`src/rtl/mips_hilo_pkg.sv`:
```
// Shared definitions for the HI/LO multiply/divide unit: MIPS funct codes
// and the iteration FSM state encoding.
package mips_hilo_pkg;

    localparam logic [5:0] FN_MFHI  = 6'h10;
    localparam logic [5:0] FN_MTHI  = 6'h11;
    localparam logic [5:0] FN_MFLO  = 6'h12;
    localparam logic [5:0] FN_MTLO  = 6'h13;
    localparam logic [5:0] FN_MULT  = 6'h18;
    localparam logic [5:0] FN_MULTU = 6'h19;
    localparam logic [5:0] FN_DIV   = 6'h1A;
    localparam logic [5:0] FN_DIVU  = 6'h1B;

    typedef enum logic [1:0] {
        ST_IDLE = 2'd0,
        ST_MUL  = 2'd1,
        ST_DIV  = 2'd2
    } state_t;

endpackage

```
`src/rtl/muldiv_iter_core.sv`:
```
// One unsigned iteration step: shift-add multiply (right shift of {acc,q})
// or restoring divide (left shift of {acc,q}, quotient bit enters q[0]).
module muldiv_iter_core #(
    parameter int WIDTH = 32
) (
    input  logic             i_div,
    input  logic [WIDTH-1:0] i_acc,
    input  logic [WIDTH-1:0] i_q,
    input  logic [WIDTH-1:0] i_b,
    output logic [WIDTH-1:0] o_acc,
    output logic [WIDTH-1:0] o_q
);

    logic [WIDTH:0] w_sum;
    logic [WIDTH:0] w_shl;
    logic [WIDTH:0] w_diff;
    logic           w_ge;

    // Carry out of the add lands in the top bit and is shifted back into acc.
    assign w_sum  = {1'b0, i_acc} + (i_q[0] ? {1'b0, i_b} : '0);
    assign w_shl  = {i_acc, i_q[WIDTH-1]};
    assign w_diff = w_shl - {1'b0, i_b};
    assign w_ge   = (w_shl >= {1'b0, i_b});

    always_comb begin
        o_acc = '0;
        o_q   = '0;
        if (i_div) begin
            o_acc = w_ge ? w_diff[WIDTH-1:0] : w_shl[WIDTH-1:0];
            o_q   = {i_q[WIDTH-2:0], w_ge};
        end else begin
            o_acc = w_sum[WIDTH:1];
            o_q   = {w_sum[0], i_q[WIDTH-1:1]};
        end
    end

endmodule

```
`src/rtl/hilo_muldiv_unit.sv`:
```
// MIPS HI/LO owner: multi-cycle MULT/MULTU/DIV/DIVU plus MTHI/MTLO, with
// committed HI/LO always visible for MFHI/MFLO.
module hilo_muldiv_unit
    import mips_hilo_pkg::*;
#(
    parameter int WIDTH = 32,
    parameter int CNT_W = 6
) (
    input  logic             CLK,
    input  logic             RST_N,
    input  logic             IN_START,
    input  logic [5:0]       IN_FUNCT,
    input  logic [WIDTH-1:0] IN_RS,
    input  logic [WIDTH-1:0] IN_RT,
    input  logic             IN_RD_REQ,
    input  logic             IN_FLUSH,
    output logic             OUT_READY,
    output logic             OUT_BUSY,
    output logic             OUT_DONE,
    output logic             OUT_STALL,
    output logic             OUT_DIVZ,
    output logic [WIDTH-1:0] OUT_HI,
    output logic [WIDTH-1:0] OUT_LO
);

    state_t             r_state;
    logic [CNT_W-1:0]   r_cnt;
    logic [WIDTH-1:0]   r_acc;
    logic [WIDTH-1:0]   r_q;
    logic [WIDTH-1:0]   r_b;
    logic               r_neg;
    logic               r_sa;
    logic               r_dz;
    logic               r_done;
    logic               r_divz;
    logic [WIDTH-1:0]   r_hi;
    logic [WIDTH-1:0]   r_lo;

    logic               w_idle;
    logic               w_is_mul;
    logic               w_is_div;
    logic               w_signed;
    logic               w_known;
    logic               w_accept;
    logic               w_sa;
    logic               w_sb;
    logic [WIDTH-1:0]   w_abs_a;
    logic [WIDTH-1:0]   w_abs_b;
    logic               w_last;
    logic [WIDTH-1:0]   w_acc_nx;
    logic [WIDTH-1:0]   w_q_nx;
    logic [2*WIDTH-1:0] w_prod;
    logic [2*WIDTH-1:0] w_prod_fix;
    logic [WIDTH-1:0]   w_quo;
    logic [WIDTH-1:0]   w_rem;

    assign w_idle   = (r_state == ST_IDLE);
    assign w_is_mul = (IN_FUNCT == FN_MULT) || (IN_FUNCT == FN_MULTU);
    assign w_is_div = (IN_FUNCT == FN_DIV)  || (IN_FUNCT == FN_DIVU);
    assign w_signed = (IN_FUNCT == FN_MULT) || (IN_FUNCT == FN_DIV);
    assign w_known  = w_is_mul || w_is_div || (IN_FUNCT == FN_MTHI) || (IN_FUNCT == FN_MTLO);
    // A same-edge flush squashes the start as well.
    assign w_accept = IN_START && w_idle && !IN_FLUSH && w_known;

    assign w_sa    = w_signed && IN_RS[WIDTH-1];
    assign w_sb    = w_signed && IN_RT[WIDTH-1];
    assign w_abs_a = w_sa ? -IN_RS : IN_RS;
    assign w_abs_b = w_sb ? -IN_RT : IN_RT;
    assign w_last  = (r_cnt == CNT_W'(WIDTH-1));

    muldiv_iter_core #(.WIDTH(WIDTH)) u_core (
        .i_div (r_state == ST_DIV),
        .i_acc (r_acc),
        .i_q   (r_q),
        .i_b   (r_b),
        .o_acc (w_acc_nx),
        .o_q   (w_q_nx)
    );

    // Sign fix-up is applied only to the final step's result at commit.
    assign w_prod     = {w_acc_nx, w_q_nx};
    assign w_prod_fix = r_neg ? -w_prod : w_prod;
    assign w_quo      = r_neg ? -w_q_nx : w_q_nx;
    assign w_rem      = r_sa  ? -w_acc_nx : w_acc_nx;

    always_ff @(posedge CLK or negedge RST_N) begin
        if (!RST_N) begin
            r_state <= ST_IDLE;
            r_cnt   <= '0;
            r_acc   <= '0;
            r_q     <= '0;
            r_b     <= '0;
            r_neg   <= 1'b0;
            r_sa    <= 1'b0;
            r_dz    <= 1'b0;
            r_done  <= 1'b0;
            r_divz  <= 1'b0;
            r_hi    <= '0;
            r_lo    <= '0;
        end else begin
            r_done <= 1'b0;
            case (r_state)
                ST_IDLE: begin
                    if (w_accept) begin
                        r_divz <= 1'b0;
                        r_cnt  <= '0;
                        r_acc  <= '0;
                        r_neg  <= w_sa ^ w_sb;
                        r_sa   <= w_sa;
                        r_dz   <= (IN_RT == '0);
                        if (IN_FUNCT == FN_MTHI) begin
                            r_hi <= IN_RS;
                        end else if (IN_FUNCT == FN_MTLO) begin
                            r_lo <= IN_RS;
                        end else if (w_is_mul) begin
                            r_state <= ST_MUL;
                            r_q     <= w_abs_b;
                            r_b     <= w_abs_a;
                        end else begin
                            r_state <= ST_DIV;
                            r_q     <= w_abs_a;
                            r_b     <= w_abs_b;
                        end
                    end
                end
                ST_MUL, ST_DIV: begin
                    if (IN_FLUSH) begin
                        r_state <= ST_IDLE;
                    end else begin
                        r_acc <= w_acc_nx;
                        r_q   <= w_q_nx;
                        r_cnt <= r_cnt + CNT_W'(1);
                        if (w_last) begin
                            r_state <= ST_IDLE;
                            r_done  <= 1'b1;
                            if (r_state == ST_MUL) begin
                                r_hi <= w_prod_fix[2*WIDTH-1:WIDTH];
                                r_lo <= w_prod_fix[WIDTH-1:0];
                            end else begin
                                // Zero divisor leaves the dividend as remainder.
                                r_hi   <= w_rem;
                                r_lo   <= r_dz ? '1 : w_quo;
                                r_divz <= r_dz;
                            end
                        end
                    end
                end
                default: r_state <= ST_IDLE;
            endcase
        end
    end

    assign OUT_READY = w_idle;
    assign OUT_BUSY  = !w_idle;
    assign OUT_DONE  = r_done;
    assign OUT_STALL = IN_RD_REQ && !w_idle;
    assign OUT_DIVZ  = r_divz;
    assign OUT_HI    = r_hi;
    assign OUT_LO    = r_lo;

endmodule

```
`config.mk`:
```
export PLATFORM = sky130hd
export DESIGN_NAME = hilo_muldiv_unit
export DESIGN_NICKNAME = d
export VERILOG_FILES = /design/src/rtl/mips_hilo_pkg.sv /design/src/rtl/muldiv_iter_core.sv /design/src/rtl/hilo_muldiv_unit.sv
export SDC_FILE = /design/constraint.sdc
export NUM_CORES = 1
export LEC_CHECK = 0
export BUFFER_PORTS_ARGS = -buffer_cell sky130_fd_sc_hd__buf_2
export CAP_MARGIN = 20
export CELL_PAD_IN_SITES_DETAIL_PLACEMENT = 0
export CELL_PAD_IN_SITES_GLOBAL_PLACEMENT = 1
export CORE_MARGIN = 2
export CORE_UTILIZATION = 46
export DETAILED_ROUTE_END_ITERATION = 10
export HOLD_SLACK_MARGIN = 0.02
export PLACE_DENSITY = 0.87
export SETUP_SLACK_MARGIN = 0.4
export SLEW_MARGIN = 30
export SYNTH_ARGS = -nofsm -noshare
export SYNTH_HDL_FRONTEND = slang
export SYNTH_SLANG_ARGS = --single-unit
```
`constraint.sdc`:
```
create_clock -name CLK -period 5.6 [get_ports CLK]
set_input_delay 0.56 -clock CLK [delete_from_list [all_inputs] [get_ports CLK]]
set_output_delay 0.56 -clock CLK [all_outputs]
set_load 0.005 [all_outputs]
```
==> results of run 1 <==
==> layout make-up <==
type	instances	area share (%)
Multi-Input combinational cell	1736	60.7
Sequential cell	173	23.9
Timing Repair Buffer	212	7.05
Tap cell	455	3.14
Clock buffer	20	2.47
Inverter	80	1.66
Clock inverter	11	1.00
Antenna cell	2	0.0276
==> critical path, cell delays in order (launching register included) <==
cell and delay, ns:
dfrtp_1 0.42, ha_1 0.32, buf_4 0.18, nand2_1 0.11, nor2_1 0.06, a211o_1 0.35, a211oi_4 0.34, a31oi_4 0.15
inv_1 0.09, ha_1 0.18, o211ai_1 0.11, or2_1 0.25, nor2_2 0.11, nand2_1 0.10, or3_4 0.38, or3_4 0.38
o21a_1 0.20, or4_1 0.55, o31ai_2 0.21, xnor2_1 0.18, a211oi_2 0.10, a21o_1 0.17
==> stage by stage <==
stage | power [mW] | worst slack [ns] | instances
after floorplan | 6.35 | 0.729 | 2107
after global placement | 8.82 | 0.474 | 2654
after detailed placement | 8.85 | 0.364 | 2654
after CTS | 10.2 | 0.403 | 2685
after global routing | 11.1 | 0.351 | 2688
final | 10.5 | 0.543 | 2689
==> routing by layer <==
| metal | GRT usage [%] | vias to the layer above |
|---|---|---|
| met2 | 59.0 | 768 |
| li1 | - | 7782 |
| met4 | 18.5 | 4 |
| met3 | 6.24 | 181 |
| met5 | 0 | - |
| met1 | 45.3 | 8046 |
==> cell usage in the layout (no fill, tap or decap), types with 20 or more instances in the layout <==
master / n
and2_1: 41
buf_2: 142
a31oi_1: 28
xnor2_1: 80
and3_1: 20
o22ai_1: 46
ha_1: 62
o211ai_1: 20
nand2_1: 278
buf_4: 66
nand3_1: 41
o21ai_0: 210
nor2_1: 192
dfrtp_1: 171
nor3_1: 39
a21oi_1: 177
inv_1: 78
mux2i_1: 68
nand4_1: 20
a21o_1: 22
xor2_1: 82
==> repair_timing <==
item,4_1_cts,5_1_grt
pin swaps,1,5
endpoints found under the setup margin,1,16
setup buffers,0,1
gates resized for setup,6,20
==> sequential cells by signal, indices dropped and copies added, names as in the netlist <==
signal / count
r_sa: 1
r_q: 32
OUT_HI: 32
r_state: 2
OUT_DONE: 1
r_cnt: 6
OUT_LO: 32
r_dz: 1
OUT_DIVZ: 1
r_acc: 32
r_neg: 1
r_b: 32
==> logic make-up after synthesis <==
logic type               count (synthesis)  synth area share (%)
buffers and inverters                  198                  4.90
adder cells (fa/ha/maj)                 74                  5.91
flip-flops                             173                  27.2
AO/OA/AOI/OAI                          670                  25.9
multiplexers                            75                  4.77
XOR/XNOR                               162                  8.91
AND/OR/NAND/NOR                        755                  22.4
==> power by group <==
part           switching [mW]  internal (mW)
Sequential              0.432           1.73
Combinational            4.43           2.53
Clock                   0.578          0.765
==> final timing paths <==
check,slack (ns),from,end,cells past startpoint
max reg2reg,0.54,r_acc[23],OUT_HI[30],21
max in group asynchronous,4.31,RST_N,r_neg,2
max,0.54,r_acc[23],OUT_HI[30],21
min,0.04,RST_N,r_q[9],1
min reg2reg,0.48,OUT_HI[25],OUT_HI[25],2
min in group CLK,0.43,IN_FLUSH,OUT_DONE,3
==> results.toml, run 1 <==
[route]
avgViaCountPerCell = 6.24
dr_wl_met3_um = 5170
route.detailed.drc = 0
top_layer = "met5"
dr_wl_met2_um = 30300
avgRoutedWirePerCell_um = 24.1
met1_length_um = 25900
vias = 16781
firstDrtPassIters = 6
drtIter0Drc = 2008
drt_wl_total_um = 64800
ant_nets = 0

[place]
place_area_um2 = 17300
dp_hpwl_um = 50200
port_buffers = 143
gp_congestion = 0.984

[cells_and_area]
fill_cells = 3341
area_growth_pct = 13.8
final_area_um2 = 18100
multi_input_area_um2 = 11000
final_core_util_pct = 52.8
nNetsFinal = 2369
drive_gt1_share_pct = 13.9
register_area_um2 = 4330

[clocking]
clk_pin_slew_ns = 0.07
cts_buffers = 17
root_buffer = "clkbuf_16"
cts_tree = "built"
cts.sink_count = 173
h-tree-depth = 4
clkLatencyLatePin_ns = 0.47
clockBufferDepth = 2
postCtsHoldBufs = 0

[logic_synthesis]
syn_area_per_cell_um2 = 7.56
yosys.cell_types.count = 92
syn-num-nets = 2256
yosysMostFrequentCell = "nand2_1"
synth_commonest_cells = "nand2_1, o21ai_0, nor2_1"
yosys.area.top_type = "dfrtp_1"
ys_ff_latch = 173
seq_area_frac_synth_pct = 27.2
netlist_area_um2 = 15900
synth-async-reset-ratio_pct = 100
netlist_instances = 2107
synth_area_leaders = "dfrtp_1, o21ai_0, nand2_1"
yosys_warnings = 0
synth-main-ff-cell = "dfrtp_1"
yosysTopAreaCellShare_pct = 27.2
synth_edf_count = 0

[global_route]
grt_pass1_wl_um = 97600
antenna_found_initial = 4
track_usage_pct = 35.9
grt-ovfl-total = 0
grt_max_degree = 67
grt_pass1_vias = 16100

[floorplanning]
io_pins = 144
start_util_pct = 46.4
die_w_um = 190
dieArea_um2 = 36100
rows = 68
die_y_um = 190
core_um2 = 34300

[timing]
fmax_ghz = 0.198
setup_tns_ns = 0
period_needed_ns = 5.06
worstMarginPinSlew_ns = 1.02
finalSetupViolCount = 0
skew_ns = 0.0130
fin_hold_ws_ns = 0.0396
rsz0062_at_grt = "true"
slew_violations = 0
maxSlewHeadroom_pct = 31.8
finalCritPeriodShare_pct = 90.3
finalHoldViolCount = 0

[worst_setup_path]
cp-start-kind = "flip-flop"
end_kind = "flip-flop"
critPathKind = "reg2reg"
crit_required_ns = 5.96
cp_max_fo = 9
crit_arrival_ns = 5.42

[hold_path]
hold_class = "in2async"

[outcome]
outcome = "completed"

[power_and_ir_drop]
p_leak_nw = 7.77
cellPowerDensity_nw_per_um2 = 578
ir_worst_vdd_v = 0.000295

[run]
drv_cap = 0
No activity file was read; power rests on OpenSTA's default activity.
==> inputs of run 2 (changes only) <==
--- a/config.mk
+++ b/config.mk
@@ -12,6 +12,7 @@
 export CORE_MARGIN = 2
 export CORE_UTILIZATION = 46
 export DETAILED_ROUTE_END_ITERATION = 10
+export GPL_TIMING_DRIVEN = 0
 export HOLD_SLACK_MARGIN = 0.02
 export PLACE_DENSITY = 0.87
 export SETUP_SLACK_MARGIN = 0.4
==> run 2 against run 1 <==
  * Sequential share of layout area down 0.81 points
  * Worst setup slack worse by 0.091 ns
  * Clock skew down 0.0010 ns
  * Sequential cell count unchanged
  * Die area is the same
  * Wire length is 14% higher
  * Final area up 4.0%
  * Fmax fell by 1.8%
  * Non-clock buffer count increased by 99
  * Cell count increased by 3.7%
  * Combinational power up 7.6%
  * Sequential power grew 3%
  * Largest power group unchanged
==> results.toml, run 2 (synthesized netlist as in run 1, its figures left out) <==
[outcome]
outcome = "completed"

[global_route]
grt_busiest_layer = "met2"
antenna_found_initial = 2
gr-usage-met1_pct = 50.3
grt_max_degree = 85
grt-ovfl-total = 0
grt_pass1_wl_um = 108000
grtUsageMet3_pct = 4.98
track_usage_pct = 40.6
use_met2_pct = 66.3
grt_pass1_vias = 16714

[floorplanning]
start_util_pct = 46.4
die_w_um = 190
die_y_um = 190
io_pins = 144
dieArea_um2 = 36100
core_um2 = 34300
rows = 68

[power_and_ir_drop]
ir_worst_vdd_v = 0.000296
p_total_mw = 10.9
p_leak_nw = 7.92
cellPowerDensity_nw_per_um2 = 581

[cells_and_area]
layout_common_cells = "nand2_1, o21ai_0, nor2_1"
drive_gt1_share_pct = 16.9
finalNonFillerCells = 2788
nNetsFinal = 2468
area_growth_pct = 18.3
final_core_util_pct = 54.9
layout_commonest_cell = "nand2_1"
final_area_um2 = 18800

[place]
place_area_um2 = 17300
gp_congestion = 0.975
dp_slack_ns = -0.908
port_buffers = 143
dp.cells = 2709
dp_hpwl_um = 58300

[worst_setup_path]
critPathKind = "reg2reg"
crit_slowest_cell = "or4_4"
end_kind = "flip-flop"
cp-startpoint = "r_b[18]"
r2r-start = "r_b[18]"
critical_path.top_delay_family = "compound AO/OA/AOI/OAI gates"
worst-path-buf-inv = 4
crit_required_ns = 5.95
cp-start-kind = "flip-flop"
r2r_setup_slack_ns = 0.45
max_stage_delay_ns = 0.44
cp_max_fo = 8
crit_arrival_ns = 5.50
cp_cell_sequence = "inv_2 -> ha_4 -> buf_6 -> a21oi_4 -> o21ai_2 -> a211o_1 -> a211oi_4 -> buf_12 -> a31oi_4 -> inv_2 -> ha_4 -> o211ai_1 -> or2_4 -> nor2_4 -> nand2_2 -> or3_4 -> or3_4 -> o21a_4 -> or4_4 -> o31ai_4 -> xnor2_2 -> a211oi_2 -> a21o_1"

[clocking]
cts_tree = "built"
h-tree-depth = 4
clk_pin_slew_ns = 0.07
cts_buffers = 17
clkLatencyLatePin_ns = 0.46
cts.sink_count = 173
clockBufferDepth = 2
root_buffer = "clkbuf_16"

[timing]
finalCritPeriodShare_pct = 91.9
finalSetupViolCount = 0
period_needed_ns = 5.15
finalHoldViolCount = 0
worst_slack_ns = 0.453
setup_tns_ns = 0
fin_hold_ws_ns = 0.425
fmax_ghz = 0.194
worstMarginPinSlew_ns = 1.04
rsz0062_at_grt = "true"
maxSlewHeadroom_pct = 29.7
skew_ns = 0.0119
slew_violations = 0

[route]
route.detailed.drc = 0
avgRoutedWirePerCell_um = 26.6
ant_nets = 0
avgViaCountPerCell = 6.32
drt_wl_total_um = 74200
vias = 17609
drtIter0Drc = 1707
firstDrtPassIters = 5

[hold_path]
hold_class = "in2reg"
worstHoldStart = "IN_FLUSH"

[run]
drv_cap = 0
-- run 2: cell types whose count changed in the layout (fill, tap and decap cells not counted), moves of 5 or more --
cell      change
buf_2        +13
buf_4        -16
clkbuf_1     +82
clkbuf_2      +5
dfrtp_1      -15
dfrtp_2      +15
ha_1          -8
ha_4          +8
inv_1        -11
inv_2        +11
mux2i_1       -8
mux2i_2       +7
-- run 2: area by class of cell --
class	instances	area [µm²]
inverters	80	300
flip-flops and latches	173	4350
clock buffers	20	457
repair buffers	193	1160
plain buffers	118	539
well taps	455	569
clock inverters	12	109
diodes	1	2.50
multi-input cells	1736	11300
fillers	3422	15500
-- run 2: tightest hold or removal path, delay by kind of cell --
family	cells	cell delay, ns
AND/OR/NAND/NOR	2	0.19
buffers and inverters	1	0.10
-- run 2: layer usage --
metal  wire length, µm  vias to the layer above
met2             34800                      856
met5                 0                        -
met3              4950                      196
li1                  -                     7975
met1             29100                     8582
met4              5370                        0
-- run 2: where the power goes --
| part | switching (mW) | internal (mW) | total, mW | leakage (nW) |
|---|---|---|---|---|
| registers | 0.490 | 1.74 | 2.23 | 2.15 |
| clock network | 0.583 | 0.641 | 1.22 | 0.278 |
| logic | 4.87 | 2.63 | 7.49 | 5.49 |
| total | 5.94 | 5.00 | 10.9 | 7.92 |
-- run 2: final timing paths --
check,to,cells after the start
min reg2reg,OUT_LO[17],2
max in group asynchronous,r_acc[23],4
max,OUT_HI[30],23
min in group asynchronous,r_q[11],2
max reg2reg,OUT_HI[30],23
min,OUT_DONE,3
-- run 2: timing repair --
| action | in CTS | in global routing |
|---|---|---|
| pin swaps | 15 | 22 |
| endpoints found under the hold margin | 10 | 0 |
| cloned | 0 | 1 |
| buffers inserted | 13 | 31 |
| setup endpoints to repair | 53 | 34 |
| hold buffers | 1 | 0 |
| resized for setup | 60 | 93 |
